===== src/rtl/fifo_pkg.sv =====
// Shared definitions for the single-port FIFO controller:
// arbitration priority encoding and pointer/count widths.
package fifo_pkg;

  typedef enum logic {
    PRIO_WRITE = 1'b0,
    PRIO_READ  = 1'b1
  } prio_e;

  function automatic int ptr_w(input int depth);
    return $clog2(depth);
  endfunction

  function automatic int cnt_w(input int depth);
    return $clog2(depth) + 1;
  endfunction

endpackage


===== src/rtl/RAM_1Port.sv =====
// Single-port synchronous RAM: one write or one read per cycle.
// Read data appears one cycle after the read enable; contents are never reset.
module RAM_1Port
  import fifo_pkg::*;
#(
  parameter int WIDTH = 8,
  parameter int DEPTH = 4
) (
  input  logic                    i_Clk,
  input  logic                    i_We,
  input  logic                    i_Re,
  input  logic [ptr_w(DEPTH)-1:0] i_Addr,
  input  logic [WIDTH-1:0]        i_Wr_Data,
  output logic [WIDTH-1:0]        o_Rd_Data
);

  logic [WIDTH-1:0] mem_q [DEPTH];
  logic [WIDTH-1:0] rd_data_q;

  // Storage array and registered read port share the single address
  always_ff @(posedge i_Clk) begin
    if (i_We) begin
      mem_q[i_Addr] <= i_Wr_Data;
    end else if (i_Re) begin
      rd_data_q <= mem_q[i_Addr];
    end
  end

  assign o_Rd_Data = rd_data_q;

endmodule


===== src/rtl/fifo_1port_ctrl.sv =====
// FIFO controller over a single-port RAM with round-robin
// arbitration between writes and reads under contention.
module fifo_1port_ctrl
  import fifo_pkg::*;
#(
  parameter int WIDTH = 8,
  parameter int DEPTH = 4
) (
  input  logic                    i_Clk,
  input  logic                    i_Rst,
  input  logic                    i_Wr_DV,
  input  logic [WIDTH-1:0]        i_Wr_Data,
  output logic                    o_Wr_Rdy,
  input  logic                    i_Rd_En,
  output logic                    o_Rd_Rdy,
  output logic                    o_Rd_DV,
  output logic [WIDTH-1:0]        o_Rd_Data,
  output logic [cnt_w(DEPTH)-1:0] o_Count,
  output logic                    o_Full,
  output logic                    o_Empty
);

  localparam int PW = ptr_w(DEPTH);
  localparam int CW = cnt_w(DEPTH);
  localparam logic [CW-1:0] FULL_CNT = CW'(DEPTH);

  logic [PW-1:0] wr_ptr_q, wr_ptr_d;
  logic [PW-1:0] rd_ptr_q, rd_ptr_d;
  logic [CW-1:0] count_q, count_d;
  prio_e         prio_q, prio_d;
  logic          rd_dv_q, rd_dv_d;

  logic             full, empty;
  logic             wr_cont, rd_cont;
  logic             wr_rdy, rd_rdy;
  logic             wr_acc, rd_acc;
  logic [PW-1:0]    ram_addr;
  logic [WIDTH-1:0] ram_rdata;

  // Arbitrate the single RAM port; priority only matters when both contend
  always_comb begin
    full    = (count_q == FULL_CNT);
    empty   = (count_q == '0);
    wr_cont = i_Wr_DV && !full;
    rd_cont = i_Rd_En && !empty;
    wr_rdy  = !full && !(rd_cont && prio_q == PRIO_READ);
    rd_rdy  = !empty && !(wr_cont && prio_q == PRIO_WRITE);
    wr_acc  = i_Wr_DV && wr_rdy;
    rd_acc  = i_Rd_En && rd_rdy;
    ram_addr = wr_acc ? wr_ptr_q : rd_ptr_q;
  end

  // Next-state for pointers, occupancy, priority and read-valid pipeline
  always_comb begin
    wr_ptr_d = wr_ptr_q;
    rd_ptr_d = rd_ptr_q;
    count_d  = count_q;
    prio_d   = prio_q;
    rd_dv_d  = rd_acc;
    if (wr_acc) begin
      wr_ptr_d = wr_ptr_q + 1'b1;
      count_d  = count_q + 1'b1;
    end else if (rd_acc) begin
      rd_ptr_d = rd_ptr_q + 1'b1;
      count_d  = count_q - 1'b1;
    end
    if (wr_cont && rd_cont) begin
      prio_d = wr_acc ? PRIO_READ : PRIO_WRITE;
    end
  end

  // Controller state with asynchronous reset
  always_ff @(posedge i_Clk or posedge i_Rst) begin
    if (i_Rst) begin
      wr_ptr_q <= '0;
      rd_ptr_q <= '0;
      count_q  <= '0;
      prio_q   <= PRIO_WRITE;
      rd_dv_q  <= 1'b0;
    end else begin
      wr_ptr_q <= wr_ptr_d;
      rd_ptr_q <= rd_ptr_d;
      count_q  <= count_d;
      prio_q   <= prio_d;
      rd_dv_q  <= rd_dv_d;
    end
  end

  RAM_1Port #(
    .WIDTH(WIDTH),
    .DEPTH(DEPTH)
  ) u_ram (
    .i_Clk    (i_Clk),
    .i_We     (wr_acc),
    .i_Re     (rd_acc),
    .i_Addr   (ram_addr),
    .i_Wr_Data(i_Wr_Data),
    .o_Rd_Data(ram_rdata)
  );

  assign o_Wr_Rdy  = wr_rdy;
  assign o_Rd_Rdy  = rd_rdy;
  assign o_Rd_DV   = rd_dv_q;
  assign o_Rd_Data = rd_dv_q ? ram_rdata : '0;
  assign o_Count   = count_q;
  assign o_Full    = full;
  assign o_Empty   = empty;

endmodule

===== config.mk =====
export PLATFORM = sky130hd
export DESIGN_NAME = fifo_1port_ctrl
export DESIGN_NICKNAME = d
export VERILOG_FILES = /design/src/rtl/fifo_pkg.sv /design/src/rtl/RAM_1Port.sv /design/src/rtl/fifo_1port_ctrl.sv
export SDC_FILE = /design/constraint.sdc
export NUM_CORES = 1
export LEC_CHECK = 0
export ABC_AREA = 1
export BUFFER_PORTS_ARGS = -buffer_cell sky130_fd_sc_hd__buf_2
export CORE_UTILIZATION = 57
export DETAILED_ROUTE_END_ITERATION = 12
export GPL_ROUTABILITY_DRIVEN = 0
export PLACE_DENSITY = 0.88
export RECOVER_POWER = 50
export REMOVE_ABC_BUFFERS = 1
export SLEW_MARGIN = 25
export SYNTH_ARGS = -nofsm -noshare
export SYNTH_HDL_FRONTEND = slang
export SYNTH_SLANG_ARGS = --single-unit
export TNS_END_PERCENT = 5

===== constraint.sdc =====
create_clock -name i_Clk -period 2.61 [get_ports i_Clk]
set_clock_uncertainty 0.2 [all_clocks]
set_input_delay 0.522 -clock i_Clk [delete_from_list [all_inputs] [get_ports i_Clk]]
set_output_delay 0.522 -clock i_Clk [all_outputs]
set_load 0.02 [all_outputs]

=== Word level (Yosys, flattened, before mapping) ===
Memory sizes are Yosys's and may differ from the RTL's. A register that Yosys moved wholly into a read port is not among the register bits.
Cells that the tools add are included.

* Register bits after elaboration: 9
* Bits in latches: 0
* Memory bits (writable): 32
* Bits in read-only memories: 0
* Input bits: 12
* Output and inout bits: 16
* Word-level logic and storage cells: 35
* Memories kept: 1

* Add/subtract/negate cells: 4
* $mul: 0
* Div/mod/pow operators: 0
* Order comparisons: 0
* Equal/unequal tests: 1
* Shifts and indexed selects: 0
* Muxes and demuxes: 6
* Bitwise operators: 2
* Reductions and logical operators: 16

{| class="wikitable"
|+ Memories
! name !! words !! width !! read ports !! clocked after Yosys merged registers in !! wr ports !! RTL line !! text
|-
| u_ram.mem_q || 4 || 8 || 1 || 1 || 1 || RAM_1Port.sv:17 || <nowiki>logic [WIDTH-1:0] mem_q [DEPTH];</nowiki>
|}

{| class="wikitable"
|+ Operators by type and width
! kind !! count
|-
| 1-bit logical AND || 9
|-
| 8-bit 2-to-1 mux || 1
|-
| 3-bit 2-to-1 mux || 2
|-
| 2-bit by 1-bit adder with 2-bit output (second input constant) || 2
|-
| 1-bit logical NOT || 4
|-
| 3-bit by 1-bit adder with 3-bit output (second input constant) || 1
|-
| 3-bit == test (second input constant) || 1
|-
| 3-bit logical NOT || 1
|-
| 3-bit by 1-bit subtractor with 3-bit output (second input constant) || 1
|-
| 1-bit 2-to-1 mux || 2
|-
| 2-bit 2-to-1 mux || 1
|-
| 1-bit inverter || 2
|-
| 2-bit AND reduction || 1
|-
| 2-bit nonzero test || 1
|}

=== Longest topological paths before layout ===
Gate-level depths: netlist (run 1).

* Word-level depth: 9
* Gate-level depth with buffers: 11
* Depth with buffers taken out: 9

=== Hierarchy ===
A second synthesis (run 1) with hierarchy kept.

* Cells, all modules: 206
* Area total of the unflattened synthesis: 2188.3 µm²

{| class="wikitable"
|+ Modules (own cells, without submodules)
! module !! instances !! cells each !! area each (µm²) !! seq. area each (µm²)
|-
| RAM_1Port || 1 || 125 || 1594.0 || 1201.2
|-
| fifo_1port_ctrl || 1 || 81 || 594.3 || 225.2
|}

=== Worst setup path after synthesis (run 1) ===
OpenSTA, ideal clock, no wires.

* Kind: register -> register
* From: reg count_q[0] (netlist: o_Count[0])
* To: mem u_ram.mem_q[2][0] (enable)
* Setup time: 0.370 ns
* Arrival time: 1.738 ns
* Data required time: 2.040 ns
* Path slack: 0.303 ns
* Cell stages (with the launch flop): 10
* Buffers on the path: 2
* Period minus slack after synthesis: 2.307 ns
* Cell sequence: dfrtp_1 -> nor2_4 -> nand2_4 -> nand3_4 -> nand2_4 -> buf_12 -> nand2_8 -> buf_12 -> nand2_2 -> nor3_2

* Cells in the longest elaborated chain, start to end: 9
* Elaborated cells between the ends (all ways): 12
* Those cells by class: eq/ne: 1; mux: 3; reduce/logical: 8

{| class="wikitable"
|+ Ends and longest elaborated chain
! item !! RTL line !! text
|-
| from (decl) || fifo_1port_ctrl.sv:29 || <nowiki>logic [CW-1:0] count_q, count_d;</nowiki>
|-
| from (signal assigned) || fifo_1port_ctrl.sv:83 || <nowiki>count_q <= count_d;</nowiki>
|-
| 3-bit logical NOT || fifo_1port_ctrl.sv:43 || <nowiki>empty = (count_q == '0);</nowiki>
|-
| 1-bit logical NOT || fifo_1port_ctrl.sv:45 || <nowiki>rd_cont = i_Rd_En && !empty;</nowiki>
|-
| 1-bit logical AND || fifo_1port_ctrl.sv:45 ||
|-
| 1-bit logical AND || fifo_1port_ctrl.sv:46 || <nowiki>wr_rdy = !full && !(rd_cont && prio_q == PRIO_READ);</nowiki>
|-
| 1-bit logical NOT || fifo_1port_ctrl.sv:46 ||
|-
| 1-bit logical AND (*) || fifo_1port_ctrl.sv:46 ||
|-
| 1-bit logical AND (*) || fifo_1port_ctrl.sv:48 || <nowiki>wr_acc = i_Wr_DV && wr_rdy;</nowiki>
|-
| 1-bit 2-to-1 mux || RAM_1Port.sv:22 || <nowiki>if (i_We) begin</nowiki>
|-
| 1-bit 2-to-1 mux (implied by the code) || RAM_1Port.sv:23 || <nowiki>mem_q[i_Addr] <= i_Wr_Data;</nowiki>
|-
| to (decl) || RAM_1Port.sv:17 ||
|}

Mark *: on every way between the ends. The rest lies on a longest branch, timed or not.

=== Final worst setup path (run 1) ===
* From: reg count_q[0] (netlist: o_Count[0])
* To: mem u_ram.mem_q[3][0] (enable)

Same word-level chain as after synthesis.

==> impl_metrics.yaml, run 1 <==
run_status:
  status: "completed"
die:
  ios: 28
  chipWidth_um: 65.1
  die_area_mm2: 0.00424
  fp.coreArea_mm2: 0.00374
  die_h_um: 65.1
  start_util_pct: 60.7
  num_rows: 22
yosys:
  synth_area_leader_cell: "edfxtp_1"
  synth_mux_area_share_pct: 0
  synth.distinct_cells: 27
  async_reset_ff_share_pct: 18.4
  synth_top_cells_by_area: "edfxtp_1 53%, nand2_1 10%, dfrtp_1 9.9%"
  synth_top_family_by_area: "simple AND/OR/NAND/NOR gates"
  ys_seq_elements: 49
  yosys_warnings: 0
  synthXorXnorAreaFrac_pct: 1.16
  yosysSeqAreaShare_pct: 62.8
  syn_inst: 203
  yosys_most_used_dff: "edfxtp_1"
  synth.top_cell.area_share_pct: 52.9
  synth_fa_ha_area_share_pct: 0.881
  synth_area_mm2: 0.00227
  synth_edf_count: 40
  synth.avg_cell_area_um2: 11.2
  yosys.area_share.simple_pct: 25.9
  synth_compound_area_share_pct: 1.87
critical_path:
  path_cells: "nor2_4 -> nand2_4 -> nand3_4 -> nand2_4 -> nand2_1 -> o21ai_2 -> nor2_1"
  critical_path_required_ns: 2.34
  cp_data_arrival_time_ns: 2.08
  max_stage_delay_ns: 0.61
  path_class: "reg -> reg"
  cp-end-kind: "flop"
  cpMostUsedCell: "nand2_4"
  critPathLaunchType: "flop"
  crit_family: "simple AND/OR/NAND/NOR gates"
  crit_path_max_fanout: 11
  path_buf_inv: 0
  cpMaxStageDelayCell: "nor2_1"
final_layout:
  fillCellCount: 303
  fin_nets: 248
  fin_util_pct: 66.4
  fin_cells: 284
  syn_to_final_growth_pct: 9.47
  diodes: 0
  area.sequential_mm2: 0.00143
  layout_commonest_cell: "nand2_1"
  multi_input_area_um2: 672
  final_cell_mix: "63 x nand2_1, 40 x edfxtp_1, 27 x nand3_1, 20 x inv_1, 19 x clkbuf_1"
  final_area_mm2: 0.00249
  drive_gt1_share_pct: 18.2
sta:
  finalWorstSetupSlack_ns: 0.256
  rsz0062_at_grt: "no"
  hold_viol: 0
  final_max_slew_viol_count: 0
  period_share_pct: 90.2
  fmax_mhz: 425
  timing.hold.ws_ns: 0.268
  worst_pin_slew_ns: 0.791
  finalSetupViolCount: 0
  min_period_ns: 2.35
  relSlewSlack_pct: 47.1
global_routing:
  grt_usage_pct: 21.4
  grt_pass1_wl_mm: 6.44
  grt_pass1_vias: 1406
  grt_overflow: 0
  antenna_found_initial: 0
  grt_max_degree: 19
clocking:
  clock_latency_ns: 0.30
  cts_num_sinks: 49
  htreeDepth: 2
  cts_root_buf: "clkbuf_8"
  cts_post_setup_buffers_inserted: 0
  clk_pin_slew_worst_paths_ns: 0.08
  cts_buffers: 5
  clockBufferDepth: 2
  cts_tree: "done"
drt:
  drt-total-wl_mm: 3.88
  firstDrtPassIters: 4
  wire_per_inst_um: 13.7
  vias: 1464
  drt-initial-drc-count: 84
  ant_nets: 0
  via_per_inst: 5.15
  drc_errors: 0
pwr:
  leakagePower_uw: 0.00113
  powerDensity_mw_per_mm2: 1190
  irDropWorstVdd_mv: 0.602
placement:
  dp_slack_ns: 0.204
  dpl.hpwl_mm: 2.65
  portBuffers: 27
  dp_cells: 275
  placed_area_mm2: 0.00242
min_path:
  hold_path_class: "in -> reg"
job:
  cap_viol_max_count: 0
## cells in the mapped netlist, drive strengths merged, types with 2 or more instances
cell    count
xor2        2
nor3        2
o21ai       3
edfxtp     40
nand3      37
nand2      68
buf         7
inv        23
nor2        7
dfrtp       9
## area by class of cell
class	instances	area share, %
well taps	48	2.41
multi-input cells	123	27.0
clock buffers	6	2.92
clock inverters	2	0.402
repair buffers	33	6.44
flip-flops and latches	49	57.3
inverters	23	3.47
## stage by stage
stage	TNS, ns	power, µW
global route	0	3160
detailed placement	0	2570
CTS	0	2990
global placement	0	2510
floorplan	-0.142	2180
finish	0	2960
## path summary, 6_finish.rpt
| check | from | end | slack (ns) | cells after the start |
|---|---|---|---|---|
| max in group asynchronous | i_Rst | o_Count[1] | 1.48 | 3 |
| max reg2reg | o_Count[0] | u_ram.mem_q[3][0] | 0.26 | 7 |
| max | o_Count[0] | u_ram.mem_q[3][0] | 0.26 | 7 |
| min reg2reg | rd_ptr_q[1] | rd_ptr_q[1] | 0.32 | 1 |
| min in group asynchronous | i_Rst | o_Rd_DV | 0.50 | 3 |
| min | i_Wr_Data[7] | u_ram.mem_q[2][7] | 0.27 | 1 |
## power by group
group | internal, µW | total, µW | switching (µW) | leakage (µW)
clock network | 186 | 418 | 233 | 0.0000450
registers | 1140 | 1290 | 154 | 0.000477
logic | 398 | 1250 | 854 | 0.000604
total | 1720 | 2960 | 1240 | 0.00113
## what timing repair did
item,CTS,global route
hold buffers,1,0
gates resized for setup,0,0
hold endpoints to repair,9,0
## routing by layer
layer,track usage [%],wire length [µm]
met5,0,0
met4,10.1,99
met3,5.21,188
met2,37.8,2010
met1,24.4,1580
## worst reg2reg max path, stage by stage, from the launching register on
cell and delay [ns]:
dfrtp_1 0.46, nor2_4 0.21, nand2_4 0.09, nand3_4 0.09, nand2_4 0.13, nand2_1 0.11
o21ai_2 0.07, nor2_1 0.61
## registers in the layout, summed over array words and instances, names as in the netlist
register,count
u_ram.mem_q,32
o_Count,3
u_ram.o_Rd_Data,8
prio_q,1
o_Rd_DV,1
rd_ptr_q,2
wr_ptr_q,2
## kinds of logic after synthesis
group                    after synthesis
AND/OR/NAND/NOR                      114
flip-flops                            49
buffers and inverters                 31
AO/OA/AOI/OAI                          5
XOR/XNOR                               3
adder cells (fa/ha/maj)                1
Note: power is estimated with default switching activity, not from simulation.
==> run 2: changes to the inputs <==
CORE_MARGIN = 2   (was default)
==> impl_metrics.yaml, run 2 (synthesis gave the netlist of run 1 again) <==
sta:
  finalSetupViolCount: 0
  final_max_slew_viol_count: 0
  worst_pin_slew_ns: 0.791
  fmax_mhz: 421
  hold_viol: 0
  timing.hold.ws_ns: 0.277
  rsz0062_at_grt: "no"
  min_period_ns: 2.37
  period_share_pct: 90.9
  relSlewSlack_pct: 47.1
drt:
  wire_per_inst_um: 13.5
  drc_errors: 0
  vias: 1446
  firstDrtPassIters: 4
  drt-total-wl_mm: 3.80
  via_per_inst: 5.13
  ant_nets: 0
  drt-initial-drc-count: 86
clocking:
  cts_root_buf: "clkbuf_8"
  cts_resized: 0
  cts_num_sinks: 49
  clockBufferDepth: 2
  cts_tree: "done"
  cts_buffers: 5
  clock_latency_ns: 0.28
  clk_pin_slew_worst_paths_ns: 0.08
  htreeDepth: 2
  holdBufCountCts: 1
  cts_post_setup_buffers_inserted: 0
placement:
  dpl.hpwl_mm: 2.58
  portBuffers: 27
critical_path:
  critPathLaunchType: "flop"
  rr_endpoint: "u_ram.mem_q[3][3]"
  endpoint: "u_ram.mem_q[3][3]"
  r2r_setup_slack_ns: 0.24
  crit_path_max_fanout: 11
  reg2reg_depth: 7
  rr_startpoint: "o_Count[0]"
  path_class: "reg -> reg"
  critPathLaunch: "o_Count[0]"
  cp-end-kind: "flop"
  cp_data_arrival_time_ns: 2.09
  critical_path_required_ns: 2.33
final_layout:
  fin_util_pct: 66.2
  drive_gt1_share_pct: 17.9
  syn_to_final_growth_pct: 9.09
  largest_register_ffs: 32
  multi_input_area_um2: 672
  top_register: "u_ram.mem_q"
  fillCellCount: 303
  diodes: 0
  layout_commonest_cell: "nand2_1"
  fin_nets: 248
  area.sequential_mm2: 0.00143
  final_cell_mix: "63 x nand2_1, 40 x edfxtp_1, 27 x nand3_1, 20 x inv_1, 18 x clkbuf_1"
pwr:
  powerDensity_mw_per_mm2: 1170
  leakagePower_uw: 0.00112
  irDropWorstVdd_mv: 0.613
  p_total_uw: 2910
die:
  die_area_mm2: 0.00451
  ios: 28
  num_rows: 22
  start_util_pct: 60.7
  fp.coreArea_mm2: 0.00374
  die_h_um: 67.1
  chipWidth_um: 67.1
global_routing:
  grt_overflow: 0
  grt_pass1_wl_mm: 6.14
  grt_pass1_vias: 1322
  antenna_found_initial: 0
  grt_usage_pct: 19.2
  grt_max_degree: 18
run_status:
  status: "completed"
job:
  cap_viol_max_count: 0
min_path:
  hold_path_class: "reg -> reg"
run 2: layout make-up:
type | instances | share of cell area [%]
multi-input cells | 123 | 27.1
clock buffers | 5 | 2.78
flip-flops and latches | 49 | 57.5
well taps | 48 | 2.42
repair buffers | 33 | 6.46
clock inverters | 1 | 0.202
inverters | 23 | 3.48
run 2: worst max-delay path, stage by stage, from the launching register on:
cell and delay [ns]:
dfrtp_1 0.46, nor2_4 0.21, nand2_4 0.09, nand3_4 0.10
nand2_4 0.14, nand2_1 0.11, o21ai_2 0.08, nor2_1 0.61
run 2: how the worst min path moves through the flow:
| stage | startpoint | endpoint | slack (ns) | cells past startpoint |
|---|---|---|---|---|
| final | rd_ptr_q[1] | rd_ptr_q[1] | 0.28 | 1 |
| after global routing | i_Wr_Data[5] | u_ram.mem_q[1][5] | 0.30 | 1 |
| after CTS | i_Wr_Data[4] | u_ram.mem_q[2][4] | 0.23 | 1 |
| after detailed placement | rd_ptr_q[1] | rd_ptr_q[1] | 0.26 | 1 |
| after global placement | rd_ptr_q[1] | rd_ptr_q[1] | 0.26 | 1 |
| after floorplan | i_Rst | o_Count[0] | 0.15 | 1 |
run 2: report_power, final:
part | leakage [µW] | internal (µW) | switching, µW
clock network | 0.0000399 | 176 | 214
registers | 0.000477 | 1140 | 147
logic | 0.000604 | 398 | 838
total | 0.00112 | 1710 | 1200
run 2: stage by stage:
stage	area, µm²	setup slack (ns)	setup TNS (ns)	std cells
global placement	2420	0.248	0	275
floorplan	2190	-0.0121	-0.142	195
CTS	2510	0.219	0	282
detailed placement	2420	0.177	0	275
finish	2480	0.236	0	282
global route	2480	0.0770	0	282
run 2: routing by layer:
layer	wire length (µm)	GRT usage [%]
met1	1710	25.2
met2	1930	32.1
met3	135	5.00
met4	17	4.85
met5	0	0
==> run 3: changes to the inputs <==
CTS_CLUSTER_SIZE = 14   (was default)
HOLD_SLACK_MARGIN = 0.06   (was default)
PLACE_DENSITY = 0.79   (was 0.88)
==> impl_metrics.yaml, run 3 (synthesis gave the netlist of run 1 again) <==
die:
  die_h_um: 67.1
  die_area_mm2: 0.00451
  fp.coreArea_mm2: 0.00374
  chipWidth_um: 67.1
  ios: 28
  start_util_pct: 60.7
  num_rows: 22
sta:
  period_share_pct: 88.4
  final_max_slew_viol_count: 0
  relSlewSlack_pct: 51.5
  timing.hold.ws_ns: 0.266
  worst_pin_slew_ns: 0.725
  hold_viol: 0
  rsz0062_at_grt: "no"
  min_period_ns: 2.31
  fmax_mhz: 434
  finalSetupViolCount: 0
critical_path:
  cpMostUsedCell: "nand2_1"
  crit_family: "simple AND/OR/NAND/NOR gates"
  path_buf_inv: 0
  max_stage_delay_ns: 0.52
  rr_startpoint: "o_Count[0]"
  cp-end-kind: "flop"
  r2r_setup_slack_ns: 0.30
  critPathLaunch: "o_Count[0]"
  cp_data_arrival_time_ns: 2.20
  path_cells: "nor2_4 -> nand2_4 -> nand3_4 -> nand3_1 -> nand3_1 -> nand2_1 -> nand2_1 -> nand2_1"
  crit_path_max_fanout: 17
  cpMaxStageDelayCell: "nand3_1"
  critical_path_required_ns: 2.50
  critPathLaunchType: "flop"
  path_class: "reg -> reg"
run_status:
  status: "completed"
global_routing:
  antenna_found_initial: 0
  grt_overflow: 0
  grt_usage_pct: 20.6
  grt_pass1_vias: 1339
  grt_max_degree: 19
  grt_pass1_wl_mm: 6.50
final_layout:
  drive_gt1_share_pct: 18.6
  fillCellCount: 297
  top_register: "u_ram.mem_q"
  syn_to_final_growth_pct: 9.86
  diodes: 0
  multi_input_area_um2: 672
  fin_nets: 248
  final_area_mm2: 0.00250
  fin_cells: 284
  largest_register_ffs: 32
  layout_commonest_cell: "nand2_1"
  final_cell_mix: "63 x nand2_1, 40 x edfxtp_1, 27 x nand3_1, 20 x inv_1, 18 x clkbuf_1"
  area.sequential_mm2: 0.00143
placement:
  portBuffers: 27
  dp_cells: 275
  placed_area_mm2: 0.00242
  dpl.hpwl_mm: 2.72
drt:
  vias: 1493
  firstDrtPassIters: 4
  drc_errors: 0
  ant_nets: 0
  drt-total-wl_mm: 4.06
  via_per_inst: 5.26
  drt-initial-drc-count: 75
  wire_per_inst_um: 14.3
pwr:
  p_total_uw: 3000
  power_frac_clock_pct: 15.4
  p_switching_uw: 1270
  cellInternalPower_uw: 1730
  netSwitchingFraction_pct: 42.4
  powerDensity_mw_per_mm2: 1200
  irDropWorstVdd_mv: 0.589
  leakagePower_uw: 0.00113
  p_seq_share_pct: 42.9
  combPwrFrac_pct: 41.7
clocking:
  clock_latency_ns: 0.32
  clk_pin_slew_worst_paths_ns: 0.10
  htreeDepth: 2
  cts_num_sinks: 49
  cts_post_setup_buffers_inserted: 0
  clockBufferDepth: 2
  cts_tree: "done"
  cts_root_buf: "clkbuf_8"
  cts_buffers: 5
min_path:
  hold_path_class: "in -> reg"
  hold_path.startpoint: "i_Wr_Data[2]"
job:
  cap_viol_max_count: 0
[run 3: layout make-up]
cell class / instances / area share (%)
Clock buffer: 5 / 2.76
Tap cell: 48 / 2.41
Inverter: 23 / 3.46
Clock inverter: 3 / 1.00
Multi-Input combinational cell: 123 / 26.9
Timing Repair Buffer: 33 / 6.32
Sequential cell: 49 / 57.1
[run 3: repair_timing]
item / CTS / global route
gates resized for setup: 0 / 0
endpoints found under the hold margin: 9 / 0
hold buffers: 1 / 0
[run 3: path summary, 6_finish.rpt]
kind                                            to  cells after the start
worst max-delay path            u_ram.o_Rd_Data[4]                      8
max in group asynchronous               o_Count[2]                      3
worst max register to register  u_ram.o_Rd_Data[4]                      8
worst min-delay path             u_ram.mem_q[1][2]                      1
min in group asynchronous              rd_ptr_q[0]                      3
worst min register to register         rd_ptr_q[1]                      1
[run 3: power by group through the flow]
stage	combinational, µW	sequential, µW	clock, µW
5_1_grt	1410	1310	499
3_5_place_dp	1280	1300	0
6_report	1250	1280	461
2_1_floorplan	869	1310	0
4_1_cts	1290	1290	470
3_3_place_gp	1240	1290	0
[run 3: metrics by stage]
step / TNS [ns] / utilization, % / setup WS [ns]
after floorplan: -0.142 / - / -0.0121
after global placement: 0 / 64.7 / 0.253
after detailed placement: 0 / 64.7 / 0.191
after CTS: 0 / 67.5 / 0.234
after global routing: 0 / 66.7 / 0.0954
final: 0 / 66.7 / 0.303
[run 3: routing by layer]
layer  vias up  wire length (µm)  GRT usage, %
li1        729                 -             -
met1       711              1750          24.9
met2        45              2010          33.9
met3         8               221          6.00
met4         0                74          9.95
met5         -                 0             0
